### config.mk
export PLATFORM = sky130hd
export DESIGN_NAME = dpram_port_arbiter
export DESIGN_NICKNAME = d
export VERILOG_FILES = /design/src/rtl/dpram_port_arbiter.sv
export SDC_FILE = /design/constraint.sdc
export NUM_CORES = 1
export LEC_CHECK = 0
export CORE_ASPECT_RATIO = 1.2
export CORE_MARGIN = 10
export CORE_UTILIZATION = 37
export CTS_CLUSTER_DIAMETER = 100
export DETAILED_ROUTE_END_ITERATION = 6
export PLACE_DENSITY = 0.95
export SLEW_MARGIN = 40
export SYNTH_ARGS = -nofsm -noshare
export SYNTH_HDL_FRONTEND = slang
export SYNTH_SLANG_ARGS = --single-unit
### constraint.sdc
create_clock -name clk -period 3.1 [get_ports clk]
set_clock_uncertainty 0.1 [all_clocks]
set_input_delay 0.62 -clock clk [delete_from_list [all_inputs] [get_ports clk]]
set_output_delay 0.62 -clock clk [all_outputs]
set_load 0.1 [all_outputs]
### src/rtl/dpram_port_arbiter.sv
// dpram_port_arbiter
// Round-robin arbiter sharing one dual-port RAM port between NUM_REQ
// requesters. The granted access is issued to the RAM through registered
// mem_* outputs; read data is routed back to the issuing requester two
// cycles after its grant. One instance per RAM port.
//
// Ports:
//   clk        clock, all state updates on posedge
//   rst        asynchronous, active-high reset
//   req        per-requester request valid, held until granted
//   req_we     per-requester direction (1 = write, 0 = read)
//   req_addr   packed addresses, requester i at [i*ADDR_WIDTH +: ADDR_WIDTH]
//   req_wdata  packed write data, requester i at [i*DATA_WIDTH +: DATA_WIDTH]
//   gnt        one-hot grant, combinational, same cycle as acceptance
//   rsp_valid  one-hot read-response strobe, registered
//   rsp_data   read data, pass-through of mem_rdata
//   mem_addr   RAM port address (registered)
//   mem_wdata  RAM port write data (registered)
//   mem_we     RAM port write enable (registered)
//   mem_re     RAM port read enable (registered)
//   mem_rdata  RAM port read data, valid one cycle after mem_re
module dpram_port_arbiter #(
  parameter int unsigned NUM_REQ    = 4,
  parameter int unsigned DATA_WIDTH = 16,
  parameter int unsigned ADDR_WIDTH = 8
) (
  input  logic                             clk,
  input  logic                             rst,
  input  logic [NUM_REQ-1:0]               req,
  input  logic [NUM_REQ-1:0]               req_we,
  input  logic [NUM_REQ*ADDR_WIDTH-1:0]    req_addr,
  input  logic [NUM_REQ*DATA_WIDTH-1:0]    req_wdata,
  output logic [NUM_REQ-1:0]               gnt,
  output logic [NUM_REQ-1:0]               rsp_valid,
  output logic [DATA_WIDTH-1:0]            rsp_data,
  output logic [ADDR_WIDTH-1:0]            mem_addr,
  output logic [DATA_WIDTH-1:0]            mem_wdata,
  output logic                             mem_we,
  output logic                             mem_re,
  input  logic [DATA_WIDTH-1:0]            mem_rdata
);

  localparam int unsigned PTR_W = (NUM_REQ > 1) ? $clog2(NUM_REQ) : 1;
  localparam logic [PTR_W-1:0] LAST_IDX = PTR_W'(NUM_REQ - 1);

  // Requester index reached by stepping 'off' places up from 'base', modulo NUM_REQ.
  function automatic logic [PTR_W-1:0] rr_index(input logic [PTR_W-1:0] base,
                                                input int unsigned     off);
    int unsigned sum;
    sum = 32'(base) + off;
    if (sum >= NUM_REQ) sum = sum - NUM_REQ;
    return PTR_W'(sum);
  endfunction

  logic [PTR_W-1:0]      ptr;
  logic [PTR_W-1:0]      ptr_nxt;
  logic [PTR_W-1:0]      win;
  logic [PTR_W-1:0]      cand;
  logic                  found;
  logic                  grant_any;
  logic                  win_we;

  // Read-response pipeline, stage 1 (cycle the RAM samples the read)
  logic                  rd_v1;
  logic [PTR_W-1:0]      rd_idx1;

  // Per-requester views of the packed address / write-data buses
  logic [ADDR_WIDTH-1:0] addr_arr  [NUM_REQ];
  logic [DATA_WIDTH-1:0] wdata_arr [NUM_REQ];

  for (genvar g = 0; g < NUM_REQ; g++) begin : g_unpack
    assign addr_arr[g]  = req_addr[g*ADDR_WIDTH +: ADDR_WIDTH];
    assign wdata_arr[g] = req_wdata[g*DATA_WIDTH +: DATA_WIDTH];
  end

  // Round-robin search: first requester at or above ptr (wrapping) wins.
  always_comb begin
    found = 1'b0;
    win   = '0;
    cand  = '0;
    for (int unsigned k = 0; k < NUM_REQ; k++) begin
      cand = rr_index(ptr, k);
      if (!found && req[cand]) begin
        found = 1'b1;
        win   = cand;
      end
    end
  end

  // No grant is issued while reset is held.
  assign grant_any = found & ~rst;
  assign win_we    = req_we[win];
  assign ptr_nxt   = (win == LAST_IDX) ? '0 : win + 1'b1;

  always_comb begin
    gnt = '0;
    if (grant_any) gnt[win] = 1'b1;
  end

  // Issue stage, pointer update and response pipeline.
  always_ff @(posedge clk or posedge rst) begin
    if (rst) begin
      ptr       <= '0;
      mem_addr  <= '0;
      mem_wdata <= '0;
      mem_we    <= 1'b0;
      mem_re    <= 1'b0;
      rd_v1     <= 1'b0;
      rd_idx1   <= '0;
      rsp_valid <= '0;
    end else begin
      mem_we  <= grant_any & win_we;
      mem_re  <= grant_any & ~win_we;
      rd_v1   <= grant_any & ~win_we;
      rd_idx1 <= win;
      if (grant_any) begin
        ptr       <= ptr_nxt;
        mem_addr  <= addr_arr[win];
        mem_wdata <= wdata_arr[win];
      end
      rsp_valid <= rd_v1 ? (NUM_REQ'(1) << rd_idx1) : '0;
    end
  end

  // RAM read data is already aligned with rsp_valid.
  assign rsp_data = mem_rdata;

endmodule

# Word level (Yosys, flattened, before mapping)
# Cells that the tools add are included.
# W data, S select, Z words.
# word_totals
input_bits	122
wordCells	74
register_bits	34
output_inout_bits	50
# op_classes
n_addsub	8
n_lt_le_gt_ge	11
n_mux	33
bitwise_logic	6
n_eq_ne	1
n_reduce_logical	7
n_shift	1
# op_table
operator	n
$bmux W16 S2	1
$mux W16	2
$mux W2	9
$bmux W8 S2	1
$mux W8	2
$lt A2 B3 Y1 const B	5
$ge A3 B3 Y1 const B	4
$bmux W1 S2	5
$mux W1	10
$mux W4	2
$sub A2 B1 Y2 const B	4
$add A2 B2 Y3 const B	2
$logic_and A1 B1 Y1	4
$shl A1 B2 Y4 const A	1
$add A2 B1 Y3 const B	1
$and A1 B1 Y1	3
$ge A2 B3 Y1 const B	1
$logic_not A1 Y1	3
$not A2 Y3	1
$add A2 B1 Y2 const B	1
$demux W1 S2	1
$eq A2 B2 Y1 const B	1
$ge A2 B1 Y1 const B	1
$not A1 Y1	2

# Longest topological paths before layout
# depth
depth_word	19
mapped_depth	8
ltp_nobuf	6

# Worst setup path after synthesis
# OpenSTA, ideal clock, no wires.
# synth_timing
path_kind	input-to-output
startpoint	input req[0]
endpoint	output gnt[2]
t_required_ps	2380
path_slack_ps	91
path_stages	8
arrival_ps	2289
n_path_buf	2
cell_sequence	nand2_1 -> or2_1 -> and3_1 -> buf_6 -> inv_8 -> buf_12 -> ha_1 -> and2_1
# synth_between
elab_chain_cells	17
elab_cells_between_ends	29
cone_classes	2 x order compare; 19 x mux; 1 x bitwise; 7 x reduce/logical
# synth_lines
item	line	source
start: declaration	29	input logic [NUM_REQ-1:0] req,
$bmux W1 S2	83	if (!found && req[cand]) begin
$mux W1 (implied by the code)	83	
$mux W1	83	
$logic_not A1 Y1	83	
$logic_and A1 B1 Y1	83	
$mux W1	83	
$logic_not A1 Y1	83	
$logic_and A1 B1 Y1	83	
[2 not listed]	n/a	
$logic_and A1 B1 Y1	83	
$mux W2 (*)	83	
net win[0]	57	logic [PTR_W-1:0] win;
$lt A2 B3 Y1 (implied by the code) / $ge A2 B1 Y1 (equally long branches)	97	if (grant_any) gnt[win] = 1'b1;
$logic_and A1 B1 Y1 (implied by the code)	97	
$mux W1 (implied by the code)	97	
$demux W1 S2 (*)	97	
$mux W4 (*)	97	
end: declaration	33	output logic [NUM_REQ-1:0] gnt,
# The timed path passes the listed nets; every way through them passes the cells marked *. The select of a mux whose other input is x is not followed.

# Worst setup path after layout
# layout_timing
startpoint	input req[0]
endpoint	output gnt[1]
# layout_between
elab_chain_cells	17
elab_cells_between_ends	29
cone_classes	2 x order compare; 19 x mux; 1 x bitwise; 7 x reduce/logical
# layout_lines
item	line
$bmux W1 S2	83
$mux W1 (implied by the code)	83
$mux W1	83
$logic_not A1 Y1	83
$logic_and A1 B1 Y1	83
$mux W1	83
$logic_not A1 Y1	83
$logic_and A1 B1 Y1	83
$mux W1	83
$logic_not A1 Y1	83
$logic_and A1 B1 Y1	83
$mux W2	83
$lt A2 B3 Y1 (implied by the code) / $ge A2 B1 Y1 (equally long branches)	97
$logic_and A1 B1 Y1 (implied by the code)	97
$mux W1 (implied by the code)	97
$demux W1 S2	97
$mux W4 (*)	97
# Mark *: on every way between the ends. The rest lies on a longest branch, timed or not. The select of a mux whose other input is x is not followed.

==> metrics.md <==
| Metric | Value |
|---|---|
| Async S/R FF share, synth | `100%` |
| Number of diodes | `0` |
| Total Die Area | `9740 sq um` |
| Clock Pin Slew Worst Setup and Hold Paths | `80 ps` |
| CTS tree | `yes` |
| Startpoint class of the critical path | `primary input` |
| Seq cells post-synth | `34` |
| Clock buffer depth | `2` |
| Core Area | `6010 sq um` |
| Vias in the first global route | `2575` |
| DRT iter0 DRCs | `111` |
| Max-Cap Viols | `0` |
| Post-synthesis sequential area ratio | `37.2%` |
| Pwr Density | `834 nW/um^2` |
| Syn Area/Cell | `9.69 sq um` |
| PortBufs | `139` |
| Die Y | `106 um` |
| Final Hold Fails | `0` |
| Max Freq | `334 MHz` |
| All-Layer GR Usage | `16.5%` |
| Final worst slack | `106 ps` |
| Crit path capture type | `output port` |
| GR Overflow Total | `0` |
| Post-DR vias/cell | `5.16` |
| Die Wd | `91.8 um` |
| Setup TNS | `0 ps` |
| Share of layout cells above drive strength 1 | `17.8%` |
| Worst Path Arrival | `2270 ps` |
| Tightest Pin Transition | `540 ps` |
| Status | `complete, no violations` |
| Worst slack, placed | `27.3 ps` |
| Initial Util | `38.0%` |
| Top post-synthesis cells by count | `dfrtp_1 (34), and2_1 (29), nor2_1 (29), mux2i_1 (25)` |
| Pins Over Slew Limit | `0` |
| Period utilisation layout | `96.6%` |
| 1st-pass router iterations | `4` |
| Inst Count DP | `434` |
| CTS H-Tree Depth | `2` |
| Wirelength per Cell | `18.9 um` |
| Final #Nets | `485` |
| Slew HR | `64.0%` |
| Post-Layout Cell Count | `442` |
| Clk Latency, worst-skew pair | `280 ps` |
| Largest net degree at the start of global routing | `50` |
| WL final | `8360 um` |
| Post-CTS Setup Inserts | `0` |
| Synthesized cell area | `2290 sq um` |
| Detail Route Antenna Nets | `0` |
| Hold_sp | `rd_idx1[0]$_DFF_PP0_` |
| Syn Inst Count | `236` |
| CP Class | `in -> out` |
| Max incr delay on CP | `530 ps` |
| Primary FF master, synth | `dfrtp_1` |
| Rows | `31` |
| Area contributors post-synth | `dfrtp_1 (37%), mux2i_1 (11%), a221oi_1 (9.2%), and2_1 (7.9%), a211oi_1 (7.9%)` |
| Fin area | `3720 sq um` |
| Pleak | `1.59 nW` |
| HPWL Detailed | `6550 um` |
| Synthesized net count | `362` |
| CTS root buffer | `clkbuf_8` |
| Maximum VDD drop | `0.000698 V` |
| Post-synth EDFFs | `0` |
| Final setup viols | `0` |
| Worst path cell trace | `clkdlybuf4s50_1, mux2i_1, or2_0, and3_2, ha_1, and2_1, buf_12` |
| Post-layout power | `3.10 mW` |
| Most instantiated library cell after synthesis | `dfrtp_1` |
| CTS buffer count | `5` |
| Worst r2r src | `ptr[1]$_DFFE_PP0P_` |
| Synth top area share | `37.2%` |
| Hold/Removal Path Class | `reg -> reg` |
| Critical Path Start | `req[0]` |
| Crit path required time | `2380 ps` |
| Post-synth top area cell | `dfrtp_1` |
| Yosys warnings | `0` |
| Area after DPL | `3600 sq um` |
| Initial antenna violation count | `0` |
| Crit path time final | `2990 ps` |
| Crit path max fanout | `4` |
| TritonCTS Sinks | `34` |
| Routed vias | `2282` |
| First-pass GRT wire length | `13100 um` |
| CP max-delay cell | `clkdlybuf4s50_1` |
| # IOs | `172` |
| Synthesis-to-layout area growth | `62.8%` |
| Drt drc | `0` |
| RePlAce Congestion | `0.840` |
| Synth unique cells | `32` |
==> flip-flops by register name (all words and copies together) (netlist names) <==
signal	flops
mem_wdata	16
mem_addr	8
rsp_valid	4
ptr	2
rd_idx1	2
mem_we	1
rd_v1	1
==> power by group <==
| part | internal (mW) | switching [mW] |
|---|---|---|
| Clock | 0.237 | 0.160 |
| Sequential | 0.589 | 0.0874 |
| Combinational | 0.567 | 1.46 |
==> cells in the final DEF, fill, tap and decap left out, types with 2 or more instances in the layout <==
cell type,Yosys,routed
clkdlybuf4s50_1,0,104
buf_4,17,39
dfrtp_1,34,34
and2_1,29,27
nor2_1,29,26
mux2i_1,25,25
a221oi_1,24,24
a211oi_1,24,24
buf_12,3,6
nand2_1,5,5
clkbuf_8,0,5
inv_1,4,4
ha_1,4,4
a21oi_1,3,3
nor2_2,0,3
nand2b_1,2,2
o21ai_0,2,2
o211ai_1,2,2
and3_1,3,2
clkinv_2,0,2
==> per-stage QoR <==
| step | hold WS, ps | util, % |
|---|---|---|
| 2_1_floorplan | 328 | - |
| 3_3_place_gp | 346 | 59.9 |
| 3_5_place_dp | 374 | 59.9 |
| 4_1_cts | 395 | 61.7 |
| 5_1_grt | 421 | 61.9 |
| 6_report | 389 | 61.9 |
==> routing by layer <==
metal | wire, um | global-route usage [%] | share of wire [%] | up-vias
li1 | - | - | - | 1089
met1 | 3020 | 16.1 | 36 | 1088
met2 | 4630 | 32.5 | 55 | 83
met3 | 507 | 3.87 | 6.1 | 22
met4 | 195 | 6.18 | 2.3 | 0
met5 | 0 | 0 | 0 | -
==> logic make-up (layout without fill, tap and decap cells) <==
| group | Yosys count | in the layout | share of synthesized area [%] |
|---|---|---|---|
| AOI/OAI and AO/OA | 58 | 58 | 20.0 |
| muxes | 25 | 25 | 10.9 |
| and+or+nand+nor | 75 | 75 | 17.0 |
| buffers and inverters | 40 | 164 | 12.6 |
| adders and majority gates | 4 | 4 | 2.19 |
| DFF | 34 | 34 | 37.2 |
==> worst max-delay path, delay by kind of cell <==
kind                       cells  cell delay (ps)
buffers and inverters          2              700
and+or+nand+nor                3              660
muxes                          1               80
adders and majority gates      1              210
==> repair_timing <==
item | in CTS | in global routing
resized for setup | 0 | 4
hold buffers | 0 | 0
setup endpoints to repair | 0 | 4
==> path summary, 6_finish.rpt <==
path,end,slack [ps],cells past startpoint
max,gnt[1],110,7
min,rsp_valid[2]$_DFF_PP0_,390,1
max reg2reg,mem_wdata[12]$_DFFE_PP0P_,1050,7
min reg2reg,rsp_valid[2]$_DFF_PP0_,390,1
max in group asynchronous,mem_wdata[14]$_DFFE_PP0P_,2020,3
min in group asynchronous,ptr[1]$_DFFE_PP0P_,650,3
==> area by class of cell <==
cell class	instances	area (sq um)
flip-flops and latches	34	851
multi-input cells	162	1160
inverters	6	30.0
well taps	82	103
clock inverters	3	40.0
repair buffers	150	1470
clock buffers	5	68.8
fillers	504	2290
Note: power is estimated with default switching activity, not from simulation.
